`src/rtl/or_edge_counter.sv`:
```
// Rising-edge event counter for the asynchronous OR-gate output: synchroniser,
// edge detector, saturating counter with threshold pulse, and a retriggerable pulse stretcher.
module or_edge_counter #(
    parameter int CNT_W       = 8,
    parameter int STRETCH     = 4,
    parameter int SYNC_STAGES = 2
) (
    input  logic             clk,
    input  logic             rst_n,
    input  logic             o_in,
    input  logic             en,
    input  logic             clr,
    input  logic [CNT_W-1:0] thresh,
    output logic             level,
    output logic             rise,
    output logic [CNT_W-1:0] count,
    output logic             sat,
    output logic             hit,
    output logic             stretch_o
);

    localparam logic [CNT_W-1:0] CNT_MAX   = {CNT_W{1'b1}};
    localparam logic [CNT_W-1:0] CNT_ONE   = CNT_W'(1);
    localparam logic [CNT_W-1:0] CNT_ZERO  = '0;
    localparam logic [7:0]       SCNT_LOAD = 8'(STRETCH - 1);

    typedef enum logic {
        S_IDLE = 1'b0,
        S_HOLD = 1'b1
    } state_t;

    logic [SYNC_STAGES-1:0] r_sync;
    logic                   r_prev;
    logic                   r_rise;
    logic [CNT_W-1:0]       r_count;
    logic                   r_sat;
    logic                   r_hit;
    state_t                 r_state;
    state_t                 w_state_nxt;
    logic [7:0]             r_scnt;
    logic [7:0]             w_scnt_nxt;
    logic                   w_level;
    logic                   w_at_max;
    logic                   w_inc;
    logic [CNT_W-1:0]       w_count_nxt;

    assign w_level = r_sync[SYNC_STAGES-1];

    always_ff @(posedge clk or negedge rst_n) begin
        if (!rst_n) begin
            r_sync <= '0;
            r_prev <= 1'b0;
            r_rise <= 1'b0;
        end else begin
            r_sync <= {r_sync[SYNC_STAGES-2:0], o_in};
            r_prev <= w_level;
            r_rise <= w_level & ~r_prev;
        end
    end

    // Clear wins over a coincident rise; a saturated counter neither wraps nor re-hits.
    assign w_at_max    = (r_count == CNT_MAX);
    assign w_inc       = r_rise & en & ~w_at_max;
    assign w_count_nxt = r_count + CNT_ONE;

    always_ff @(posedge clk or negedge rst_n) begin
        if (!rst_n) begin
            r_count <= '0;
            r_sat   <= 1'b0;
            r_hit   <= 1'b0;
        end else if (clr) begin
            r_count <= '0;
            r_sat   <= 1'b0;
            r_hit   <= 1'b0;
        end else begin
            r_hit <= 1'b0;
            if (w_inc) begin
                r_count <= w_count_nxt;
                r_hit   <= (thresh != CNT_ZERO) && (w_count_nxt == thresh);
                if (w_count_nxt == CNT_MAX) begin
                    r_sat <= 1'b1;
                end
            end
        end
    end

    always_ff @(posedge clk or negedge rst_n) begin
        if (!rst_n) begin
            r_state <= S_IDLE;
            r_scnt  <= '0;
        end else begin
            r_state <= w_state_nxt;
            r_scnt  <= w_scnt_nxt;
        end
    end

    // HOLD lasts scnt+1 cycles after the last load, giving STRETCH high cycles per isolated rise.
    always_comb begin
        w_state_nxt = r_state;
        w_scnt_nxt  = r_scnt;
        case (r_state)
            S_IDLE: begin
                if (r_rise) begin
                    w_state_nxt = S_HOLD;
                    w_scnt_nxt  = SCNT_LOAD;
                end
            end
            S_HOLD: begin
                if (r_rise) begin
                    w_scnt_nxt = SCNT_LOAD;
                end else if (r_scnt != 8'd0) begin
                    w_scnt_nxt = r_scnt - 8'd1;
                end else begin
                    w_state_nxt = S_IDLE;
                end
            end
            default: begin
                w_state_nxt = S_IDLE;
                w_scnt_nxt  = '0;
            end
        endcase
    end

    assign level     = w_level;
    assign rise      = r_rise;
    assign count     = r_count;
    assign sat       = r_sat;
    assign hit       = r_hit;
    assign stretch_o = (r_state == S_HOLD);

endmodule

```
`config.mk`:
```
export PLATFORM = sky130hd
export DESIGN_NAME = or_edge_counter
export DESIGN_NICKNAME = d
export VERILOG_FILES = /design/src/rtl/or_edge_counter.sv
export SDC_FILE = /design/constraint.sdc
export NUM_CORES = 1
export LEC_CHECK = 0
export CORE_MARGIN = 4
export CORE_UTILIZATION = 53
export CTS_BUF_LIST = sky130_fd_sc_hd__clkbuf_4 sky130_fd_sc_hd__clkbuf_8
export CTS_CLUSTER_DIAMETER = 30
export DETAILED_ROUTE_END_ITERATION = 6
export GPL_TIMING_DRIVEN = 0
export PLACE_DENSITY_LB_ADDON = 0.25
export SLEW_MARGIN = 15
export SYNTH_ARGS = -nofsm -noshare
export SYNTH_HDL_FRONTEND = slang
export SYNTH_SLANG_ARGS = --single-unit
```
`constraint.sdc`:
```
create_clock -name clk -period 1.99 [get_ports clk]
set_input_delay 0.2985 -clock clk [delete_from_list [all_inputs] [get_ports clk]]
set_output_delay 0.2985 -clock clk [all_outputs]
set_load 0.02 [all_outputs]
```
# After elaboration in Yosys (flattened, before gate mapping)
# Cells that the tools add are included.
dict set report word_totals {
  reg_bits 23
  latch_bits 0
  mem_bits_rw 0
  romBits 0
  in_bits 13
  out_inout_bits 13
  wordCells 43
  memories 0
}
dict set report op_classes {
  add_sub_neg 2
  n_mul 0
  div_mod_pow 0
  magnitude_cmp 0
  eq_ne 5
  shift 0
  muxes 15
  bitwise 6
  n_reduce_logical 7
}
# operator n
set ops {}
lappend ops {{$mux 8} 5}
lappend ops {{$eq 8x8->1 const B} 2}
lappend ops {{$pmux 8 s2} 1}
lappend ops {{$reduce_bool 8->1} 2}
lappend ops {{$add 8x1->8 const B} 1}
lappend ops {{$eq 8x8->1} 1}
lappend ops {{$mux 1} 8}
lappend ops {{$sub 8x1->8 const B} 1}
lappend ops {{$reduce_and 2->1} 2}
lappend ops {{$reduce_bool 2->1} 2}
lappend ops {{$and 1x1->1} 3}
lappend ops {{$ne 3x2->1 const B} 1}
lappend ops {{$not 1->1} 3}
lappend ops {{$ne 2x2->1 const B} 1}
lappend ops {{$pmux 1 s2} 1}
lappend ops {{$logic_and 1x1->1} 1}

# Longest topological paths before layout
# Gate-level depths: netlist of the first run.
dict set report depth {
  depth_word 5
  mapped_depth 7
  ltp_nobuf 7
}

# Least setup slack after synthesis of the first run
# No wires, ideal clock.
dict set report synth_timing {
  kind {flip-flop to flip-flop}
  from {register r_count[0] (netlist: count[0])}
  to {register r_hit (netlist: hit)}
  setup_time_ns 0.095
  arrival_time_ns 1.839
  t_required_ns 1.895
  path_slack_ns 0.056
  path_stages_with_launch 7
  path_buffers 0
  period_less_slack_ns 1.934
  path_cell_list {dfrtp_1 -> ha_1 -> nand3_4 -> or4b_1 -> o2111ai_1 -> o21ai_1 -> nor4b_2}
}
dict set report synth_via {
  elab_chain_cells 5
  word_cells_on_any_way 8
  classes_between {1 x add/sub; 2 x eq/ne; 2 x mux; 2 x bitwise; 1 x reduce/logical}
}
# item line_no
set synth_lines {}
lappend synth_lines {{start, declared} 35} ;# logic [CNT_W-1:0] r_count;
lappend synth_lines {{start signal, assigned} 78} ;# r_count <= w_count_nxt;
lappend synth_lines {{$add 8x1->8 or $eq 8x8->1 (tied branches)} {64, 62}}
lappend synth_lines {{$eq 8x8->1 or $not 1->1 (tied branches)} {79, 63}}
lappend synth_lines {{$logic_and 1x1->1 or $and 1x1->1 (tied branches)} {79, 63}}
lappend synth_lines {{$mux 1 (*)} 77} ;# if (w_inc) begin
lappend synth_lines {{$mux 1 (*)} 71} ;# end else if (clr) begin
lappend synth_lines {{end signal, assigned} 79} ;# r_hit <= (thresh != CNT_ZERO) && (w_count_nxt == thresh);
lappend synth_lines {{end, declared} 37} ;# logic r_hit;
# Every way passes the cells marked *; elsewhere a longest branch is shown, timed or not.
# A chain may end at the register's enable or synchronous reset.

# Worst setup path after layout of the first run
# Same ends and word-level chain as after synthesis.

==> results of run 1 <==
synth_stat cells, types with 2 or more instances:
library cell	instances	area (um2)
xnor2_1	12	105
nor2b_1	5	31.3
o21ai_1	2	10.0
dfrtp_1	23	576
buf_2	3	15.0
ha_1	4	50.1
nor3_1	6	30.0
a311oi_1	2	17.5
inv_1	6	22.5
nand4_1	3	18.8
o211ai_1	2	15.0
nand2_1	7	26.3
nand3_4	2	35.0
o21ai_0	3	15.0
or3_1	3	18.8
nor4_1	3	18.8
nor2_1	16	60.1
a311o_1	2	20.0
nand3_1	3	15.0
xor2_1	5	43.8
a21oi_1	4	20.0
nand2b_1	4	25.0
how the worst min path moves through the flow:
stage	from	slack, ps	cells past startpoint	endpoint
3_5_place_dp	r_sync[0]	350	0	r_sync[1]
3_3_place_gp	r_sync[0]	340	0	r_sync[1]
4_1_cts	clr	370	2	sat
5_1_grt	r_sync[0]	400	0	r_sync[1]
6_report	r_sync[0]	380	0	r_sync[1]
2_1_floorplan	rst_n	3	0	count[0]
power groups by stage:
stage	clock network [mW]	registers (mW)	logic [mW]
global placement	0	0.619	0.395
global route	0.237	0.633	0.490
detailed placement	0	0.626	0.422
floorplan	0	0.622	0.296
finish	0.206	0.622	0.434
CTS	0.215	0.616	0.426
what timing repair did:
item | 4_1_cts | 5_1_grt
setup endpoints to repair | 1 | 2
endpoints found under the hold margin | 0 | 0
buffers inserted | 0 | 1
gates resized for setup | 1 | 4
registers in the layout, summed over array words and instances, names as in the netlist:
| name | count |
|---|---|
| stretch_o | 1 |
| count | 8 |
| r_sync | 2 |
| r_prev | 1 |
| rise | 1 |
| sat | 1 |
| r_scnt | 8 |
| hit | 1 |
stage by stage:
| step | hold slack (ps) | instance area, um2 |
|---|---|---|
| 6_report | 382 | 1690 |
| 5_1_grt | 396 | 1690 |
| 4_1_cts | 374 | 1670 |
| 3_5_place_dp | 354 | 1640 |
| 3_3_place_gp | 340 | 1640 |
| 2_1_floorplan | 2.91 | 1360 |
cell type report:
class	count	area, um2	share of cell area
buffer	7	41.3	0.0244
clock inverter	1	5.00	0.00296
multi-input combinational	103	736	0.436
timing repair buffer	25	248	0.147
tap	30	37.5	0.0222
clock buffer	3	22.5	0.0133
sequential	23	577	0.341
inverter	6	22.5	0.0133
logic make-up (layout without fill, tap and decap cells):
family,Yosys count,after routing
AND/OR/NAND/NOR,58,58
AO/OA/AOI/OAI,23,23
flip-flops,23,23
XOR/XNOR,17,17
buffers and inverters,13,42
adder cells (fa/ha/maj),5,5
per-layer routing:
layer,up-vias,track usage,share of wire
li1,551,-,-
met1,540,0.251,0.45
met2,29,0.303,0.49
met3,2,0.0439,0.055
met4,0,0.0162,0.0036
met5,-,0,0
critical path, cell delays in order (launching register included):
cell and delay, ps:
dfrtp_2 420, inv_1 50, ha_1 330, nand2b_1 150, a311oi_1 210, a21oi_1 70
a311o_1 350, nor4b_2 200
==> impl_metrics.ini, run 1 <==
[run_status]
status = complete, no violations

[timing]
finalSetupViolCount = 0
maxSlewHeadroom = 0.340
hold_viol_final = 0
worstMarginPinSlew_ps = 987
fin_skew_ps = 2.52
setup_ws_ps = 121
period_share = 0.939
fin_crit_ps = 1870
finalMaxSlewViolations = 0
max_freq_mhz = 535
tns_ps = 0
rsz0062_at_grt = true

[synthesis]
synth_edf_count = 0
syn_inst = 139
synth-main-ff-cell = dfrtp_1
synthMuxAreaShare = 0
synth_simple_gate_area_frac = 0.248
synth_cell_types = 41
yosysWarningCount = 0
ys_seq_elements = 23
synth_compound_area_frac = 0.127
synth_seq_area_share = 0.423
syn_area_per_cell_um2 = 9.78
synth-adder-area-share = 0.0451
syn-num-nets = 156
synthArstFlopShare = 1.00
synth_top_family_by_area = simple AND/OR/NAND/NOR gates
yosys.area_share.xor_xnor = 0.109
synth_area_mm2 = 0.00136

[clock_network]
cts_sinks = 23
cts_tree = done
cts_hold_buf = 0
worst_skew_pair.late_latency_ps = 300
htree_levels = 1
cts_made_buffers = 3
clock_path_buffers = 2
root_buffer = clkbuf_4
clk_pin_slew_ps = 120

[worst_setup_path]
crit_fanout = 5
startpoint = count[0]
crit_path_end_kind = flop
endpoint = hit
r2r_slack_ps = 120
critical_path_arrival_ps = 2090
worst-r2r-cell-count = 7
criticalPathCategory = reg2reg
crit_path_start_kind = flop
r2r-start = count[0]
reg2reg_to = hit
required_ps = 2210

[final_layout]
syn_to_final_growth_pct = 24.2
final_common_cell = clkdlybuf4s50_1
drive_gt1_frac = 0.119
final_cell_mix = 24 x clkdlybuf4s50_1, 22 x dfrtp_1, 16 x nor2_1, 12 x xnor2_1, 7 x nand2_1
fill_cells = 202
diodes = 0
final_util = 0.688
fin_cells = 198
nNetsFinal = 186

[grt]
grt_overflow = 0
grt_use_total = 0.182
grt_pass1_vias = 1110
antenna_found_initial = 0
grt_pass1_wl_um = 4980
grt_max_degree = 24

[floorplan]
coreArea_mm2 = 0.00245
die_h_um = 58.7
die_area_mm2 = 0.00344
std_cell_rows = 18
io_pins = 26
die_w_um = 58.7
start_util = 0.554

[power_and_ir_drop]
p_int_mw = 0.829
power_switching_mw = 0.434
power_mw = 1.26
power_frac_seq = 0.493
p_leak_nw = 0.669
clkPwrFrac = 0.163
p_per_area_mw_per_mm2 = 747
comb_power_share = 0.344
ir_worst_vdd_v = 0.000725
switching_share = 0.344

[placed_design]
placed_cells = 193
dpl.hpwl_um = 2130
gp_congestion = 0.803
port_buffers = 24
pre_cts_slack_ps = -15.2

[detailed_routing]
num_vias = 1122
ant_nets = 0
dr.pass1.iters = 4
drtIter0Drc = 39
vias_per_cell = 5.67
wirelength_um = 2770
route.detailed.drc = 0
routedWlPerCell_um = 14.0

[job]
cap_viol_max_count = 0

[min_path]
hold_class = reg2reg
No activity file was read; power rests on OpenSTA's default activity.
==> inputs of run 2 (changes only) <==
--- a/config.mk
+++ b/config.mk
@@ -10,7 +10,8 @@
 export CTS_BUF_LIST = sky130_fd_sc_hd__clkbuf_4 sky130_fd_sc_hd__clkbuf_8
 export CTS_CLUSTER_DIAMETER = 30
 export DETAILED_ROUTE_END_ITERATION = 6
-export GPL_TIMING_DRIVEN = 0
+export GPL_TIMING_DRIVEN = 1
+export HOLD_SLACK_MARGIN = 0.12
 export PLACE_DENSITY_LB_ADDON = 0.25
 export SLEW_MARGIN = 15
 export SYNTH_ARGS = -nofsm -noshare
==> run 2 against run 1 <==
  * Critical endpoint unchanged
  * Combinational power rose by 1%
  * Critical path depth unchanged
  * Global-route usage increased by 0.81 points
  * Largest cell class unchanged
  * Largest power group unchanged
  * Power is 1.8% higher
  * Clock power increased by 8%
  * Clock skew increased by 3.0 ps
  * Maximum frequency rose by 0.67%
  * Core utilization up 0.87 points
==> impl_metrics.ini, run 2 (synthesis results as in run 1) <==
[detailed_routing]
vias_per_cell = 5.67
route.detailed.drc = 0
routedWlPerCell_um = 15.1
drtIter0Drc = 34
ant_nets = 0
dr.pass1.iters = 4
wirelength_um = 2970
num_vias = 1117

[final_layout]
seq_area_um2 = 577
drive_gt1_frac = 0.132
multi_input_area_um2 = 748
syn_to_final_growth_pct = 25.8
final_cell_mix = 25 x clkdlybuf4s50_1, 22 x dfrtp_1, 16 x nor2_1, 12 x xnor2_1, 7 x nand2_1
fill_cells = 193
diodes = 0
nNetsFinal = 185
final_common_cell = clkdlybuf4s50_1

[grt]
grt_use_total = 0.190
grt_pass1_wl_um = 5010
antenna_found_initial = 0
use_met2 = 0.319
top_usage_layer = met2
grt_pass1_vias = 1106
use_met1 = 0.258
grt_overflow = 0
grtUsageMet3 = 0.0417
grt_max_degree = 24

[clock_network]
worst_skew_pair.late_latency_ps = 300
clock_path_buffers = 2
cts_hold_buf = 0
cts_resized = 0
clk_pin_slew_ps = 120
root_buffer = clkbuf_4
cts_tree = done
cts_setup_buffers = 0
htree_levels = 1
cts_sinks = 23
cts_made_buffers = 3

[power_and_ir_drop]
p_per_area_mw_per_mm2 = 752
ir_worst_vdd_v = 0.000925
switching_share = 0.338
power_frac_seq = 0.486
p_int_mw = 0.851
p_leak_nw = 0.668
clkPwrFrac = 0.173
power_switching_mw = 0.435
comb_power_share = 0.341

[timing]
tns_ps = 0
rsz0062_at_grt = false
finalMaxSlewViolations = 0
fin_crit_ps = 1860
maxSlewHeadroom = 0.674
hold_viol_final = 0
setup_ws_ps = 133
period_share = 0.933
hold_slack_ps = 334
finalSetupViolCount = 0
fin_skew_ps = 5.51
worstMarginPinSlew_ps = 485
max_freq_mhz = 539

[worst_setup_path]
worst-r2r-cell-count = 7
r2r_slack_ps = 130
slowest_delay_ps = 420
r2r-start = count[0]
startpoint = count[0]
crit_path_end_kind = flop
crit_path_start_kind = flop
reg2reg_to = hit
required_ps = 2210
crit_buf_inv = 1
critical_path_arrival_ps = 2080
cp_slowest_cell = dfrtp_1
crit_fanout = 4
crit_family = compound AO/OA/AOI/OAI gates
cp_cell_sequence = inv_2 > ha_4 > nand2b_1 > a311oi_1 > a21oi_1 > a311o_1 > nor4b_2
criticalPathCategory = reg2reg

[floorplan]
coreArea_mm2 = 0.00245
die_h_um = 58.7
start_util = 0.554
die_area_mm2 = 0.00344
std_cell_rows = 18
io_pins = 26
die_w_um = 58.7

[placed_design]
port_buffers = 25
gp_congestion = 0.791
pre_cts_slack_ps = 19.1
dpl.hpwl_um = 2260

[run_status]
status = complete, no violations

[min_path]
hold_class = in2async

[job]
cap_viol_max_count = 0
## run 2: final cells by class
class | count | area share
flip-flops and latches | 23 | 0.337
clock buffers | 4 | 0.0176
inverters | 6 | 0.0132
well taps | 30 | 0.0219
repair buffers | 31 | 0.173
multi-input cells | 103 | 0.437
## run 2: metal layers
metal | routed length, um | part of all wire | up-vias
met5 | 0 | 0 | -
met2 | 1520 | 0.51 | 41
met1 | 1280 | 0.43 | 522
met4 | 15 | 0.0051 | 0
li1 | - | - | 550
met3 | 150 | 0.051 | 4
## run 2: worst max-delay path by stage
stage | slack [ps] | cells after the start | end
detailed placement | 20 | 6 | hit
floorplan | 60 | 6 | hit
global placement | 110 | 6 | hit
global route | 30 | 7 | hit
finish | 130 | 7 | hit
CTS | 70 | 5 | r_scnt[1]
## run 2: worst register-to-register path: stages (launching register included)
cell and delay [ps]:
dfrtp_1 420, inv_2 60, ha_4 240, nand2b_1 150
a311oi_1 300, a21oi_1 60, a311o_1 300, nor4b_2 240
## run 2: power by group through the flow
stage                     clock network (mW)  registers (mW)  logic (mW)
after CTS                              0.231           0.616       0.432
final                                  0.222           0.624       0.439
after floorplan                            0           0.622       0.296
after detailed placement                   0           0.627       0.428
after global placement                     0           0.620       0.404
after global routing                   0.249           0.634       0.499
## run 2: per-stage QoR
| stage | utilization | total power [mW] | instances | instance area [um2] |
|---|---|---|---|---|
| after detailed placement | 0.673 | 1.05 | 193 | 1650 |
| after global routing | 0.697 | 1.38 | 197 | 1710 |
| after CTS | 0.685 | 1.28 | 197 | 1680 |
| after floorplan | - | 0.917 | 139 | 1360 |
| final | 0.697 | 1.29 | 197 | 1710 |
| after global placement | 0.673 | 1.02 | 193 | 1650 |
==> edit, RTL diff (settings of run 2) <==
Add an input register stage for `o_in`, `en`, `clr` and `thresh`, without a reset; this delays them by one clock.
--- a/src/rtl/or_edge_counter.sv
+++ b/src/rtl/or_edge_counter.sv
@@ -31,2 +31,14 @@
 
+    logic o_q;
+    logic en_q;
+    logic clr_q;
+    logic [CNT_W-1:0] thresh_q;
+
+    always_ff @(posedge clk) begin
+        o_q      <= o_in;
+        en_q     <= en;
+        clr_q    <= clr;
+        thresh_q <= thresh;
+    end
+
     logic [SYNC_STAGES-1:0] r_sync;
@@ -54,3 +66,3 @@
         end else begin
-            r_sync <= {r_sync[SYNC_STAGES-2:0], o_in};
+            r_sync <= {r_sync[SYNC_STAGES-2:0], o_q};
             r_prev <= w_level;
@@ -62,3 +74,3 @@
     assign w_at_max    = (r_count == CNT_MAX);
-    assign w_inc       = r_rise & en & ~w_at_max;
+    assign w_inc       = r_rise & en_q & ~w_at_max;
     assign w_count_nxt = r_count + CNT_ONE;
@@ -70,3 +82,3 @@
             r_hit   <= 1'b0;
-        end else if (clr) begin
+        end else if (clr_q) begin
             r_count <= '0;
@@ -78,3 +90,3 @@
                 r_count <= w_count_nxt;
-                r_hit   <= (thresh != CNT_ZERO) && (w_count_nxt == thresh);
+                r_hit   <= (thresh_q != CNT_ZERO) && (w_count_nxt == thresh_q);
                 if (w_count_nxt == CNT_MAX) begin
Behaviour: not the same (a bounded check fails within 4 cycles, from zero or initial values and one cycle with rst_n low).
==> edit against run 2 <==
  * Total power rose by 28%
  * Synthesized cell count rose by 9.4%
  * Design area rose by 13%
  * Synthesized area rose by 19%
  * Setup slack got worse by 0.016 ns
  * Wire length rose by 0.81%
  * Sequential cell count rose by 11
==> edit: results (changes against run 2) <==
| Metric | Value |
|---|---|
| Status | `finished, final reports clean (unchanged)` |
| First-pass GRT wire length | `5.430 mm (was 5.009 mm)` |
| Via/cell ratio | `5.458 (was 5.670)` |
| Critical Path Source | `count[1] (was count[0])` |
| Placed cell count | `204 (was 193)` |
| Routed length per instance | `14.10 um (was 15.06 um)` |
| FFs w/ async S/R, synth | `67.65% (was 100.0%)` |
| Worst skew pair latency | `0.32 ns (was 0.30 ns)` |
| CTS H-tree depth | `2 (was 1)` |
| Vias in the first global route | `1,253 (was 1,106)` |
| Syn_nets | `169 (was 156)` |
| Share of post-route cells with drive strength above 1 | `11.05% (was 13.17%)` |
| Placed Area | `1876 sq um (was 1652 sq um)` |
| Max FO, Critical Path | `7 (was 4)` |
| VDD IR-drop max | `0.6817 mV (was 0.9251 mV)` |
| HPWL Detailed | `2.271 mm (was 2.259 mm)` |
| Leakage power | `0.8170 nW (was 0.6676 nW)` |
| Post-synthesis sequential area ratio | `49.34% (was 42.32%)` |
| Final GP Congestion | `0.8022 (was 0.7913)` |
| Pre-CTS setup slack | `0.1554 ns (was 0.01914 ns)` |
| Grt total ovfl | `0 (unchanged)` |
| Drt first-iter violations | `23 (was 34)` |
| Post-route clock skew | `0.007063 ns (was 0.005508 ns)` |
| Post-Synthesis Cells | `152 (was 139)` |
| Worst EP arrival | `2.10 ns (was 2.08 ns)` |
| Yosys cell types | `40 (was 41)` |
| Clock slew at reported path FFs | `0.10 ns (was 0.12 ns)` |
| Synth top area cells | `dfrtp_1 36%, dfxtp_1 14%, xor2_1 8.1%, nor2_1 4.4%, xnor2_1 4.3% (was dfrtp_1 42%, xnor2_1 7.7%, nor2_1 4.4%, ha_1 3.7%, xor2_1 3.2%)` |
| Non-filler instance count after layout | `212 (was 197)` |
| Slew HR | `72.24% (was 67.43%)` |
| First drt pass iteration count | `4 (unchanged)` |
| Port bufs | `25 (unchanged)` |
| CTS Buf Count | `5 (was 3)` |
| Synth cell count leaders | `23 x dfrtp_1, 19 x nor2_1, 15 x xor2_1 (was 23 x dfrtp_1, 16 x nor2_1, 12 x xnor2_1)` |
| NumNets Final | `197 (was 185)` |
## edit: final timing paths
check	end	slack [ns]	cells after the start
hold / removal	count[7]	0.32	2
min in group clk	r_sync[0]	0.35	0
setup reg to reg	hit	0.12	6
max in group asynchronous	r_scnt[7]	1.43	2
setup / recovery	hit	0.12	6
hold reg to reg	r_sync[0]	0.35	0
## edit: final cells by class
cell class              instances  area [sq um]
flip-flops and latches         34         795.8
well taps                      31         38.79
multi-input cells             106         745.7
clock inverters                 1         5.005
clock buffers                   7         58.81
repair buffers                 29         280.3
fillers                       223         889.6
inverters                       4         15.01
## edit: cell families (layout without fill, tap and decap cells)
family | count (synthesis) | count (layout) | share of synthesized area [%]
AO/OA/AOI/OAI | 18 | 18 | 9.697
XOR/XNOR | 23 | 23 | 12.49
buffers and inverters | 12 | 41 | 4.421
flip-flops | 34 | 34 | 49.34
multiplexers | 1 | 1 | 0.6207
AND/OR/NAND/NOR | 60 | 60 | 20.33
adder cells (fa/ha/maj) | 4 | 4 | 3.103
## edit: routing by layer
layer  track usage (%)  vias up  wire length, um
met5                 0        -                0
met4             7.989        0               53
met3             5.861        6              146
met2             30.43       28             1548
met1             18.98      552             1241
li1                  -      571                -
## edit: worst max-delay path: stages (launching register included)
cell and delay (ns):
dfrtp_1 0.45, ha_1 0.21, and3_1 0.28, and2_4 0.23, o21ai_0 0.18, o22ai_1 0.12
nor4_2 0.30
## edit: report_power, final
group | switching (mW) | leakage [nW] | internal [mW] | total [mW]
clock network | 0.220 | 0.0387 | 0.185 | 0.405
logic | 0.191 | 0.387 | 0.190 | 0.381
registers | 0.0849 | 0.391 | 0.773 | 0.858
